`src/rtl/cpu_pkg.sv`:
```
// Shared fetch/decode definitions: fetch FSM states, PC step, NOP encoding
// and saturating-increment helpers for the optional IFETCH_PERF_EN counters.
package cpu_pkg;

    typedef enum logic [1:0] {
        ST_IDLE    = 2'd0,
        ST_WAIT    = 2'd1,
        ST_DISCARD = 2'd2
    } fetch_state_e;

    localparam int          PC_INC    = 4;
    localparam logic [31:0] NOP_INSTR = 32'h0000_0013;

    function automatic logic [31:0] sat_inc32(input logic [31:0] v);
        return (v == 32'hFFFF_FFFF) ? v : v + 32'd1;
    endfunction

    function automatic logic [15:0] sat_inc16(input logic [15:0] v);
        return (v == 16'hFFFF) ? v : v + 16'd1;
    endfunction

endpackage

```
`src/rtl/ifq_fifo.sv`:
```
// Prefetch FIFO for ifetch_queue: DEPTH entries (power of two), push/pop/flush,
// exposes the head entry and occupancy count.
module ifq_fifo #(
    parameter int ENTRY_W = 64,
    parameter int DEPTH   = 4
) (
    input  logic                     clk,
    input  logic                     rst,
    input  logic                     push,
    input  logic                     pop,
    input  logic                     flush,
    input  logic [ENTRY_W-1:0]       push_data,
    output logic [ENTRY_W-1:0]       head,
    output logic [$clog2(DEPTH):0]   count
);
    localparam int PTR_W = $clog2(DEPTH);
    localparam int CNT_W = PTR_W + 1;

    logic [ENTRY_W-1:0] mem_q [DEPTH];
    logic [PTR_W-1:0]   rd_ptr_q;
    logic [PTR_W-1:0]   wr_ptr_q;
    logic [CNT_W-1:0]   count_q;

    // Pointers wrap naturally because DEPTH is a power of two.
    always_ff @(posedge clk or posedge rst) begin
        if (rst) begin
            rd_ptr_q <= '0;
            wr_ptr_q <= '0;
            count_q  <= '0;
            for (int i = 0; i < DEPTH; i++) begin
                mem_q[i] <= '0;
            end
        end else if (flush) begin
            rd_ptr_q <= '0;
            wr_ptr_q <= '0;
            count_q  <= '0;
        end else begin
            if (push) begin
                mem_q[wr_ptr_q] <= push_data;
                wr_ptr_q        <= wr_ptr_q + 1'b1;
            end
            if (pop) begin
                rd_ptr_q <= rd_ptr_q + 1'b1;
            end
            count_q <= count_q + CNT_W'(push) - CNT_W'(pop);
        end
    end

    assign head  = mem_q[rd_ptr_q];
    assign count = count_q;

endmodule

```
`src/rtl/ifetch_queue.sv`:
```
// Instruction fetch stage: single-outstanding imem requests, prefetch FIFO,
// stall/redirect handling. Optional perf counters under IFETCH_PERF_EN.
module ifetch_queue
    import cpu_pkg::*;
#(
    parameter int                ADDR_W   = 32,
    parameter int                DATA_W   = 32,
    parameter int                DEPTH    = 4,
    parameter logic [ADDR_W-1:0] RESET_PC = '0
) (
    input  logic              clka,
    input  logic              rst,
    output logic              imem_req,
    output logic [ADDR_W-1:0] imem_addr,
    input  logic              imem_ack,
    input  logic [DATA_W-1:0] imem_rdata,
    input  logic              stall,
    input  logic              redirect_valid,
    input  logic [ADDR_W-1:0] redirect_pc,
    output logic              instr_valid,
    output logic [DATA_W-1:0] instr_out,
    output logic [ADDR_W-1:0] instr_pc
`ifdef IFETCH_PERF_EN
    ,
    output logic [31:0]       stall_cycles,
    output logic [15:0]       flush_count
`endif
);
    localparam int CNT_W   = $clog2(DEPTH) + 1;
    localparam int ENTRY_W = DATA_W + ADDR_W;

    fetch_state_e       state_q;
    logic               req_q;
    logic [ADDR_W-1:0]  addr_q;
    logic [ADDR_W-1:0]  fetch_pc_q;

    logic               push_s;
    logic               pop_s;
    logic               valid_s;
    logic               slots_free_s;
    logic [CNT_W-1:0]   count_s;
    logic [CNT_W-1:0]   count_after_s;
    logic [ENTRY_W-1:0] head_s;
    logic [ADDR_W-1:0]  next_pc_s;

    // Occupancy after this cycle's push/pop decides whether a new request fits.
    always_comb begin
        valid_s       = (count_s != '0);
        pop_s         = valid_s && !stall && !redirect_valid;
        push_s        = (state_q == ST_WAIT) && imem_ack && !redirect_valid;
        count_after_s = count_s - CNT_W'(pop_s) + CNT_W'(push_s);
        slots_free_s  = (count_after_s < CNT_W'(DEPTH));
        next_pc_s     = fetch_pc_q + ADDR_W'(PC_INC);
    end

    ifq_fifo #(
        .ENTRY_W (ENTRY_W),
        .DEPTH   (DEPTH)
    ) u_fifo (
        .clk       (clka),
        .rst       (rst),
        .push      (push_s),
        .pop       (pop_s),
        .flush     (redirect_valid),
        .push_data ({imem_rdata, addr_q}),
        .head      (head_s),
        .count     (count_s)
    );

    // Request FSM; req/addr are held from issue until the ack cycle.
    always_ff @(posedge clka or posedge rst) begin
        if (rst) begin
            state_q    <= ST_IDLE;
            req_q      <= 1'b0;
            addr_q     <= RESET_PC;
            fetch_pc_q <= RESET_PC;
        end else begin
            case (state_q)
                ST_IDLE: begin
                    if (redirect_valid) begin
                        fetch_pc_q <= redirect_pc;
                    end else if (slots_free_s) begin
                        req_q   <= 1'b1;
                        addr_q  <= fetch_pc_q;
                        state_q <= ST_WAIT;
                    end
                end
                ST_WAIT: begin
                    if (imem_ack && redirect_valid) begin
                        fetch_pc_q <= redirect_pc;
                        req_q      <= 1'b0;
                        state_q    <= ST_IDLE;
                    end else if (imem_ack) begin
                        fetch_pc_q <= next_pc_s;
                        if (slots_free_s) begin
                            addr_q <= next_pc_s;
                        end else begin
                            req_q   <= 1'b0;
                            state_q <= ST_IDLE;
                        end
                    end else if (redirect_valid) begin
                        fetch_pc_q <= redirect_pc;
                        state_q    <= ST_DISCARD;
                    end
                end
                ST_DISCARD: begin
                    if (redirect_valid) begin
                        fetch_pc_q <= redirect_pc;
                    end
                    if (imem_ack) begin
                        req_q   <= 1'b0;
                        state_q <= ST_IDLE;
                    end
                end
                default: begin
                    state_q <= ST_IDLE;
                    req_q   <= 1'b0;
                end
            endcase
        end
    end

    assign imem_req    = req_q;
    assign imem_addr   = addr_q;
    assign instr_valid = valid_s;
    assign instr_out   = head_s[ENTRY_W-1:ADDR_W];
    assign instr_pc    = head_s[ADDR_W-1:0];

`ifdef IFETCH_PERF_EN
    logic [31:0] stall_cycles_q;
    logic [15:0] flush_count_q;

    // Saturating performance counters.
    always_ff @(posedge clka or posedge rst) begin
        if (rst) begin
            stall_cycles_q <= 32'd0;
            flush_count_q  <= 16'd0;
        end else begin
            if (valid_s && stall) begin
                stall_cycles_q <= sat_inc32(stall_cycles_q);
            end
            if (redirect_valid) begin
                flush_count_q <= sat_inc16(flush_count_q);
            end
        end
    end

    assign stall_cycles = stall_cycles_q;
    assign flush_count  = flush_count_q;
`endif

endmodule

```
`config.mk`:
```
export PLATFORM = sky130hd
export DESIGN_NAME = ifetch_queue
export DESIGN_NICKNAME = d
export VERILOG_FILES = /design/src/rtl/cpu_pkg.sv /design/src/rtl/ifq_fifo.sv /design/src/rtl/ifetch_queue.sv
export SDC_FILE = /design/constraint.sdc
export NUM_CORES = 1
export LEC_CHECK = 0
export BUFFER_PORTS_ARGS = -buffer_cell sky130_fd_sc_hd__clkbuf_2
export CAP_MARGIN = 20
export CORE_MARGIN = 2
export CORE_UTILIZATION = 48
export DETAILED_ROUTE_END_ITERATION = 10
export PLACE_DENSITY_LB_ADDON = 0.15
export SLEW_MARGIN = 0
export SYNTH_ARGS = -nofsm -noshare
export SYNTH_HDL_FRONTEND = slang
export SYNTH_SLANG_ARGS = --single-unit
```
`constraint.sdc`:
```
create_clock -name clka -period 28.1 [get_ports clka]
set_input_delay 4.215 -clock clka [delete_from_list [all_inputs] [get_ports clka]]
set_output_delay 4.215 -clock clka [all_outputs]
set_load 0.05 [all_outputs]
```
==> results.sh <==
export IMPL_outcome="finished, final reports clean"
export IMPL_clkSlewWorstSetupHoldPaths_ns=0.06
export IMPL_crit_path_end_kind="flip-flop"
export IMPL_start_util=0.490
export IMPL_synth_flop_cell="dfrtp_1"
export IMPL_leakage_nw=8.33
export IMPL_io_pins=167
export IMPL_worstHoldStart="u_fifo.mem_q[102]"
export IMPL_antenna_found_initial=1
export IMPL_grt_max_degree=119
export IMPL_wire_per_inst_um=19.4
export IMPL_fin_setup_tns_ns=0
export IMPL_syn_inst=1157
export IMPL_die_x_um=184
export IMPL_rsz0062_at_grt="no"
export IMPL_fin_worst_skew_ns=0.0147
export IMPL_viasPerCell=5.56
export IMPL_syn_area_sq_um=15600
export IMPL_htreeDepth=2
export IMPL_crit_start="redirect_valid"
export IMPL_synth_area_top_cells="dfrtp_1 53%, mux2_2 19%, mux4_2 9.2%"
export IMPL_cts_tree="built"
export IMPL_clock_sinks=330
export IMPL_nNetsFinal=1361
export IMPL_sequentialPowerShare=0.359
export IMPL_maxUsedRoutingLayer="met4"
export IMPL_die_y_um=184
export IMPL_ys_types=56
export IMPL_synth_top_area_share=0.530
export IMPL_yosysSeqAreaShare=0.530
export IMPL_dr_wl_met2_um=16000
export IMPL_combPwrFrac=0.405
export IMPL_tightestPinTransition_ns=1.12
export IMPL_cts_hold_buf=0
export IMPL_fin_util=0.566
export IMPL_drt_initial_drc_count=540
export IMPL_slew_viol_final=0
export IMPL_place_congestion=0.829
export IMPL_relSlewSlack=0.252
export IMPL_worstSetupPathType="in -> reg"
export IMPL_fillers=2673
export IMPL_synthArstFlopShare=1.00
export IMPL_r2r_start="state_q[0]"
export IMPL_ys_seq_elements=330
export IMPL_grt_pass1_vias=9907
export IMPL_rows=65
export IMPL_powerDensity_nw_per_um2=117
export IMPL_wl_met1_um=15800
export IMPL_grt_overflow_total=0
export IMPL_fin_area_sq_um=18000
export IMPL_setup_viol=0
export IMPL_cts_setup_buffers=0
export IMPL_p_sw_mw=0.879
export IMPL_drc_errors=0
export IMPL_cp_max_fo=62
export IMPL_clock_fmax_ghz=0.126
export IMPL_fin_crit_sh=0.282
export IMPL_grt_pass1_wl_um=54500
export IMPL_dpl_worst_slack_ns=19.37
export IMPL_cts_repair_resized=0
export IMPL_synth_edf_count=0
export IMPL_cp_start_kind="input pin"
export IMPL_hold_viol=0
export IMPL_core_sq_um=31800
export IMPL_portBuffers=166
export IMPL_cp_required_ns=28.50
export IMPL_yosysWarnings=0
export IMPL_routed_wl_um=33900
export IMPL_area_delta_synth_final_pct=15.5
export IMPL_wl_met3_um=1520
export IMPL_drv_cap=0
export IMPL_peakVddDrop_mv=0.0594
export IMPL_p_int_mw=1.23
export IMPL_yosysTopAreaCell="dfrtp_1"
export IMPL_drtAntennaViolNets=0
export IMPL_grt_usage=0.204
export IMPL_worstPathArrival_ns=8.31
export IMPL_ctsLongestPathBuffers=3
export IMPL_die_area_sq_um=33900
export IMPL_syn_nets=1234
export IMPL_drive_above_1_share=0.450
export IMPL_place_hpwl_um=20700
export IMPL_first_pass_iters=4
export IMPL_avgSynthCellArea_sq_um=13.5
export IMPL_numCtsBuffers=38
export IMPL_vias=9725
export IMPL_clkPwrFrac=0.236
export IMPL_root_buffer="clkbuf_16"
export IMPL_p_sw_frac=0.416
export IMPL_hold_class="reg -> reg"
export IMPL_dpl_instance_area_sq_um=16700
export IMPL_period_minus_slack_ns=7.91
export IMPL_setup_slack_ns=20.19
export IMPL_insertion_delay_ns=0.51
==> through the flow <==
| step | power, mW | std cells | hold WS (ns) |
|---|---|---|---|
| floorplan | 1.43 | 1157 | 0.474 |
| global placement | 1.61 | 1677 | 0.482 |
| detailed placement | 1.63 | 1677 | 0.488 |
| CTS | 2.13 | 1745 | 0.501 |
| global route | 2.23 | 1747 | 0.508 |
| finish | 2.11 | 1748 | 0.498 |
==> Yosys cell counts (3+ instances only) <==
cell type / n
a21oi_1: 28
a221o_1: 3
and2_1: 3
buf_1: 7
buf_2: 42
clkbuf_1: 36
dfrtp_1: 330
ha_1: 7
inv_1: 10
mux2_2: 260
mux2i_1: 19
mux4_2: 64
nand2_1: 86
nand2b_1: 5
nand3_1: 12
nand4_1: 11
nor2_1: 25
nor2b_1: 4
nor3_1: 19
nor3_2: 7
nor4_1: 3
nor4_2: 5
o21ai_0: 33
o21ai_1: 24
o22ai_1: 19
xnor2_1: 43
xor2_1: 14
==> cell type report <==
type | count | area [sq um] | share of cell area
multi-input cells | 726 | 6910 | 0.384
well taps | 435 | 544 | 0.0302
repair buffers | 177 | 953 | 0.0529
clock buffers | 57 | 1180 | 0.0653
clock inverters | 11 | 113 | 0.00625
inverters | 11 | 48.8 | 0.00271
flip-flops and latches | 330 | 8270 | 0.459
diodes | 1 | 2.50 | 0.000139
==> per-layer routing <==
| layer | global-route usage | up-vias |
|---|---|---|
| li1 | - | 4469 |
| met1 | 0.291 | 5000 |
| met2 | 0.331 | 208 |
| met3 | 0.0326 | 48 |
| met4 | 0.0483 | 0 |
| met5 | 0 | - |
==> registers in the layout (all words and copies together), names as in the netlist <==
register         flops
imem_req             1
imem_addr           32
u_fifo.mem_q       256
u_fifo.rd_ptr_q      2
fetch_pc_q          32
u_fifo.count         3
u_fifo.wr_ptr_q      2
state_q              2
==> cells in the final DEF, fill, tap and decap left out, types with 9 or more instances in the layout <==
cell and count:
xnor2_1 43, xor2_1 14, nand2_1 82, nand4_1 11
a21oi_1 28, o22ai_1 19, o21ai_1 25, buf_4 9
nor2_1 25, mux4_2 64, o21ai_0 32, clkbuf_8 9
dfrtp_1 328, nand3_1 11, clkbuf_16 41, inv_1 9
mux2_2 260, nor3_1 19, mux2i_1 19, clkbuf_2 166
==> power by group through the flow <==
stage | Combinational [mW] | Sequential (mW) | Clock, mW
3_5_place_dp | 0.862 | 0.768 | 0
6_report | 0.857 | 0.759 | 0.498
5_1_grt | 0.916 | 0.784 | 0.530
2_1_floorplan | 0.650 | 0.778 | 0
3_3_place_gp | 0.851 | 0.762 | 0
4_1_cts | 0.864 | 0.761 | 0.510
==> critical path, cell delays in order <==
cell      delay (ns)
clkbuf_2        0.08
buf_4           0.33
nor2b_1         0.24
nand2_1         0.63
inv_2           0.54
ha_1            0.21
inv_1           0.05
fa_1            0.38
xnor2_1         0.27
xor2_1          0.24
nand3_2         0.44
buf_16          0.35
mux2_2          0.29
==> kinds of logic (layout without fill, tap and decap cells) <==
logic type / Yosys count / after routing / share of synthesized area
xor gates and xnor gates: 57 / 57 / 0.0320
buffers and inverters: 101 / 256 / 0.0294
other: 0 / 1 / 0
AOI/OAI and AO/OA: 123 / 123 / 0.0450
adders and majority gates: 8 / 8 / 0.00690
and+or+nand+nor: 195 / 195 / 0.0646
DFF: 330 / 330 / 0.530
muxes: 343 / 343 / 0.292
==> worst paths after layout <==
check                                     endpoint  slack [ns]  depth (start not counted)
worst min register to register   u_fifo.mem_q[102]        0.50                          1
min in group asynchronous        u_fifo.mem_q[237]        3.87                          2
worst max register to register        imem_addr[0]       23.11                         12
worst max-delay path                  imem_addr[0]       20.19                         13
max in group asynchronous       u_fifo.rd_ptr_q[1]       22.65                          3
worst min-delay path             u_fifo.mem_q[102]        0.50                          1
(Power assumes the default switching activity.)
